<file path="src/rtl/shift_frame_engine.sv">
// ---------------------------------------------------------------------------
// shift_frame_engine
//
// Frame serializer/deserializer around a universal shift register. A WIDTH-bit
// word is loaded over a valid/ready handshake. It is then shifted STEP bits per
// enabled cycle, left or right, in logical, rotate or arithmetic mode. After
// WIDTH/STEP shifts the resulting word is offered on a valid/ready output port.
//
// Ports
//   clk, rst_n        clock (rising edge), async active-low reset
//   cfg_dir           0 = left (MSB first out), 1 = right (LSB first out)
//   cfg_mode          00 logical, 01 rotate, 10 arithmetic, 11 logical
//                     (dir and mode are latched at load)
//   in_valid/in_ready load handshake; in_ready only in IDLE
//   in_data           word to load
//   shift_en          permits a shift this cycle
//   serial_in         fill bits for logical mode
//   serial_out        bits leaving the register on the next shift
//   serial_out_valid  a shift happens at the next edge
//   out_valid/out_ready  completed-frame handshake
//   out_data          the shift register contents
//   busy              engine is not idle
//
// state | meaning
// ------+-------------------------------------------------------------
// IDLE  | waiting for in_valid; in_ready high
// SHIFT | shifting one STEP per cycle with shift_en, counting to N
// HOLD  | frame complete; out_valid high until out_ready
// ---------------------------------------------------------------------------
module shift_frame_engine #(
   parameter int WIDTH = 8,
   parameter int STEP  = 1
) (
   input  logic             clk,
   input  logic             rst_n,
   input  logic             cfg_dir,
   input  logic [1:0]       cfg_mode,
   input  logic             in_valid,
   output logic             in_ready,
   input  logic [WIDTH-1:0] in_data,
   input  logic             shift_en,
   input  logic [STEP-1:0]  serial_in,
   output logic [STEP-1:0]  serial_out,
   output logic             serial_out_valid,
   output logic             out_valid,
   input  logic             out_ready,
   output logic [WIDTH-1:0] out_data,
   output logic             busy
);

   localparam int N  = WIDTH / STEP;
   localparam int CW = $clog2(N + 1);

   localparam logic [1:0] MODE_ROTATE = 2'b01;
   localparam logic [1:0] MODE_ARITH  = 2'b10;

   typedef enum logic [1:0] {
      IDLE  = 2'd0,
      SHIFT = 2'd1,
      HOLD  = 2'd2
   } state_t;

   state_t           state_q;
   state_t           state_d;
   logic [WIDTH-1:0] data_q;
   logic [CW-1:0]    cnt_q;
   logic             dir_q;
   logic [1:0]       mode_q;

   logic             load;
   logic             do_shift;
   logic             last_shift;
   logic [STEP-1:0]  leaving;
   logic [STEP-1:0]  fill;
   logic [WIDTH-1:0] fill_ext;
   logic [WIDTH-1:0] shifted;

   // Bits that leave the register on the next shift; also the rotate fill.
   always_comb begin
      leaving = dir_q ? data_q[STEP-1:0] : data_q[WIDTH-1 -: STEP];
   end

   // Arithmetic left deliberately falls through to the logical fill.
   always_comb begin
      fill = serial_in;
      case (mode_q)
         MODE_ROTATE: fill = leaving;
         MODE_ARITH:  if (dir_q) fill = {STEP{data_q[WIDTH-1]}};
         default:     fill = serial_in;
      endcase
   end

   // Shift operators instead of part-selects keep STEP == WIDTH legal: the
   // shifted-out register becomes all zeros and the fill replaces it.
   always_comb begin
      fill_ext = WIDTH'(fill);
      if (dir_q) begin
         shifted = (data_q >> STEP) | (fill_ext << (WIDTH - STEP));
      end else begin
         shifted = (data_q << STEP) | fill_ext;
      end
   end

   always_comb begin
      load       = (state_q == IDLE) && in_valid;
      do_shift   = (state_q == SHIFT) && shift_en;
      last_shift = do_shift && (cnt_q == CW'(N - 1));
   end

   always_comb begin
      state_d = state_q;
      case (state_q)
         IDLE:    if (in_valid)   state_d = SHIFT;
         SHIFT:   if (last_shift) state_d = HOLD;
         HOLD:    if (out_ready)  state_d = IDLE;
         default: state_d = IDLE;
      endcase
   end

   always_ff @(posedge clk or negedge rst_n) begin
      if (!rst_n) begin
         state_q <= IDLE;
      end else begin
         state_q <= state_d;
      end
   end

   always_ff @(posedge clk or negedge rst_n) begin
      if (!rst_n) begin
         data_q <= '0;
         cnt_q  <= '0;
         dir_q  <= 1'b0;
         mode_q <= 2'b00;
      end else if (load) begin
         data_q <= in_data;
         cnt_q  <= '0;
         dir_q  <= cfg_dir;
         mode_q <= cfg_mode;
      end else if (do_shift) begin
         data_q <= shifted;
         cnt_q  <= cnt_q + CW'(1);
      end
   end

   always_comb begin
      in_ready         = (state_q == IDLE);
      busy             = (state_q != IDLE);
      out_valid        = (state_q == HOLD);
      serial_out_valid = do_shift;
      serial_out       = leaving;
      out_data         = data_q;
   end

endmodule

</file>
<file path="config.mk">
export PLATFORM = sky130hd
export DESIGN_NAME = shift_frame_engine
export DESIGN_NICKNAME = d
export VERILOG_FILES = /design/src/rtl/shift_frame_engine.sv
export SDC_FILE = /design/constraint.sdc
export NUM_CORES = 1
export LEC_CHECK = 0
export CORE_MARGIN = 2
export CORE_UTILIZATION = 45
export CTS_CLUSTER_SIZE = 10
export DETAILED_ROUTE_END_ITERATION = 16
export PLACE_DENSITY = 0.8
export SKIP_CTS_REPAIR_TIMING = 1
export SYNTH_ARGS = -nofsm -noshare
export SYNTH_HDL_FRONTEND = slang
export SYNTH_SLANG_ARGS = --single-unit
</file>
<file path="constraint.sdc">
create_clock -name clk -period 3.4 [get_ports clk]
set_input_delay 0.51 -clock clk [delete_from_list [all_inputs] [get_ports clk]]
set_output_delay 0.51 -clock clk [all_outputs]
set_load 0.02 [all_outputs]
</file>
; ---- Word-level counts from Yosys, hierarchy flattened
; Cells that the tools add are included.
[word_totals]
output_inout_bits = 13
wordCells = 35
input_bits = 17
register_bits = 17
[classes]
bitwise_logic = 2
n_addsub = 1
mux = 12
n_reduce_logical = 7
n_eq_ne = 8
[ops]
columns = operator, n
row1 = 8-bit 2-to-1 mux, 3
row2 = 4-bit 2-to-1 mux, 2
row3 = 7-bit by 8-bit OR with 8-bit output, 1
row4 = 8-bit by 1-bit OR with 8-bit output, 1
row5 = 2-bit 2-to-1 mux, 3
row6 = 2-bit one-hot mux with 3 select lines, 1
row7 = "4-bit by 1-bit adder with 4-bit output, second input constant", 1
row8 = "2-bit by 1-bit == test with 1-bit output, second input constant", 2
row9 = "2-bit == test, second input constant", 2
row10 = "4-bit by 3-bit == test with 1-bit output, second input constant", 1
row11 = "2-bit inequality test, second input constant", 2
row12 = 2-bit nonzero test, 2
row13 = 1-bit logical AND, 3
row14 = 3-bit AND reduction, 1
row15 = 2-bit logical NOT, 1
row16 = 1-bit 2-to-1 mux, 2
row17 = "2-bit by 1-bit inequality test with 1-bit output, second input constant", 1
row18 = 1-bit one-hot mux with 2 select lines, 1

; ---- Logic depth before layout (Yosys ltp)
[depth]
depth_word = 6
depth_mapped = 6
ltp_nobuf = 6

; ---- Least setup slack after synthesis
; OpenSTA, ideal clock, no wires.
[synth_timing]
path_kind = reg2out
from = register dir_q
to = output port serial_out
arrival_ns = 1.000
slack_ns = 1.890
required_time_ns = 2.890
path_buffers = 1
path_stages_with_launch = 3
path_cell_list = dfrtp_1 > buf_2 > mux2_2
[synth_via]
elab_chain_len = 1
[synth_rtl]
columns = element, line
row1 = from (decl), 67  ; logic dir_q;
row2 = from (signal assigned), 137  ; dir_q <= cfg_dir;
row3 = 1-bit 2-to-1 mux, 80  ; leaving = dir_q ? data_q[STEP-1:0] : data_q[WIDTH-1 -: STEP];
row4 = to (decl), 43  ; output logic [STEP-1:0] serial_out,
; No other way between the ends.

; ---- Worst setup path in the final report
[layout_timing]
from = input port shift_en
to = output port serial_out_valid
[layout_via]
elab_chain_len = 1
[layout_rtl]
columns = element, line
row1 = from (decl), 41  ; input logic shift_en,
row2 = 1-bit logical AND, 106  ; do_shift = (state_q == SHIFT) && shift_en;
row3 = to (decl), 44  ; output logic serial_out_valid,
; No other way between the ends.

==> flow_summary.ini <==
[setup_path]
crit_family = buffers and inverters
cp-end-kind = output port
path_class = in2out
crit_required_ns = 2.89
worstPathMaxFanout = 6
critPathBufInv = 2
critPathSlowestCell = clkdlybuf4s50_1
worstPathArrival_ns = 1.95
setup.worst_path.start_class = input pin
max_stage_delay_ns = 0.65
crit_chain = clkdlybuf4s50_1 -> and3b_1 -> clkdlybuf4s50_1
path_common_cell = clkdlybuf4s50_1

[clock_tree]
cts_tree = done
cts.path.max_buffers = 2
htreeDepth = 1
cts.sinks = 17
clock_latency_ns = 0.28
clk_pin_slew_ns = 0.09
cts_buffers = 3
cts_root_buffer = clkbuf_4

[flow_run]
cap_violations = 0

[floorplanning]
dieArea_sq_um = 2570
die_w_microns = 50.7
die_y_microns = 50.7
rows = 16
core_sq_um = 2000
ios = 30
start_util_pct = 49.0

[finish]
area_delta_synth_final_pct = 30.5
nets = 150
drive_above_1_share_pct = 6.98
n_antenna_cell = 0

[power_and_ir_drop]
power_per_cell_area_nw_per_um2 = 853
switching_share_pct = 42.5
power.switching_mw = 0.465
pwr-share-comb_pct = 52.7
vdd_ir_drop_max_mv = 0.482
power_mw = 1.09
internal_power_mw = 0.627
seqPwrFrac_pct = 37.9
pwr-share-clk_pct = 9.4
power_leakage_nw = 0.545

[logic_synthesis]
synth_ff_type = dfrtp_1
synth.area.top_cells = dfrtp_1 (43%), mux2i_1 (7.1%), nor2_1 (5.4%)
synth_area_sq_um = 981
synth_edf_count = 0
syn_inst = 102
synthArstFlopShare_pct = 100
ys_top_cells_by_count = dfrtp_1 (17), nor2_1 (14), nand2_1 (12)
yosysTopAreaCellShare_pct = 43.4
synth.most_common_cell = dfrtp_1
syn-num-nets = 122
yosysWarnings = 0
ys_seq_area_share_pct = 43.4
ys_ff_latch = 17
syn_avg_cell_area_sq_um = 9.62
synth_top_area_cell = dfrtp_1
ys_types = 28

[grt]
grt_max_degree = 26
gr-total-overflow = 0
grt_first_pass_wirelength_microns = 3450
antenna_found_initial = 0
grt.total_usage_pct = 17.8
grt_pass1_vias = 753

[sta]
setup-tns-final_ns = 0
fin_skew_ns = 0.00342
hold_viol = 0
tightestPinTransition_ns = 0.873
slew_viol_final = 0
max_freq_ghz = 0.407
rsz0062_at_grt = false
min_period_over_period_pct = 72.2
finalSetupViolations = 0
slew_headroom_pct = 41.8
fin_crit_ns = 2.46

[route]
vias_per_cell = 5.03
drt_first_pass_iters = 4
wl_per_cell_microns = 12.8
drc = 0
ant_nets = 0
first_iter_violations = 10
postRouteWirelength_microns = 2000
route.vias.total = 785

[outcome]
outcome = finished, final reports clean

[hold_path]
min_path_type = reg2reg

[placement]
place.gp.congestion = 0.717
post-dp-hpwl_microns = 1490
io_buffers = 29
cell families (layout without fill, tap and decap cells):
group / after synthesis / count (layout) / share of synthesized area [%]
AND/OR/NAND/NOR: 36 / 36 / 18.8
AO/OA/AOI/OAI: 23 / 23 / 14.0
flip-flops: 17 / 17 / 43.4
multiplexers: 10 / 10 / 10.6
buffers and inverters: 10 / 37 / 6.76
adder cells (fa/ha/maj): 3 / 3 / 3.83
XOR/XNOR: 3 / 3 / 2.68
through the flow:
stage | utilization (%) | hold slack [ns] | cells | instance area (sq um) | setup WS (ns)
after floorplan | - | 0.214 | 102 | 981 | 1.89
after global routing | 63.9 | 0.581 | 156 | 1280 | 0.878
after CTS | 63.9 | 0.553 | 156 | 1280 | 0.938
after detailed placement | 62.6 | 0.532 | 152 | 1250 | 0.934
after global placement | 62.6 | 0.523 | 152 | 1250 | 0.961
final | 63.9 | 0.546 | 156 | 1280 | 0.944
state kept, by name (all words and copies together), names as in the netlist:
register	flops
out_data	8
cnt_q	4
dir_q	1
mode_q	2
state_q	2
layer usage:
metal	GRT usage (%)	vias up	wire (microns)
met5	0	-	0
met4	6.76	0	0
met3	3.57	0	88
met2	28.5	22	979
met1	23.8	357	933
li1	-	406	-
area by class of cell:
cell class | instances | area, sq um
clock buffers | 4 | 26.3
fillers | 177 | 722
inverters | 4 | 15.0
multi-input cells | 75 | 489
flip-flops and latches | 17 | 425
well taps | 27 | 33.8
repair buffers | 29 | 290
final timing paths:
path                                                end  cells past startpoint  slack [ns]               startpoint
worst max-delay path                   serial_out_valid                      3        0.94                 shift_en
worst max register to register  out_data[7]$_DFFE_PN0P_                      3        1.54   state_q[0]$_DFFE_PN0P_
worst min register to register  out_data[2]$_DFFE_PN0P_                      2        0.55  out_data[2]$_DFFE_PN0P_
min in group asynchronous       out_data[6]$_DFFE_PN0P_                      1        0.66                    rst_n
max in group asynchronous        state_q[0]$_DFFE_PN0P_                      1        2.28                    rst_n
worst min-delay path            out_data[2]$_DFFE_PN0P_                      2        0.55  out_data[2]$_DFFE_PN0P_
power groups by stage:
stage | Sequential (mW) | Combinational [mW] | Clock, mW
floorplan | 0.406 | 0.408 | 0
global route | 0.431 | 0.642 | 0.121
finish | 0.413 | 0.576 | 0.103
detailed placement | 0.414 | 0.584 | 0
CTS | 0.411 | 0.584 | 0.110
global placement | 0.410 | 0.566 | 0
cell usage in the layout (no fill, tap or decap), drive strengths merged:
cell type       n
o31ai           2
dfrtp          17
a2111oi         1
clkbuf          4
nand4           1
nor4bb          1
o41ai           1
nand2          13
inv             4
mux2i           7
nor2           14
xor2            2
ha              3
a21oi           7
o21ai          11
xnor2           1
and3b           2
nor3            1
a22oi           1
nor2b           1
nor3b           2
nand4b          1
clkdlybuf4s50  29
mux2            3
worst reg2reg max path, cell delays in order (launching register included):
cell	delay, ns
dfrtp_1	0.50
nor3b_4	0.77
nor3b_1	0.15
o41ai_2	0.34
(Power assumes the default switching activity.)
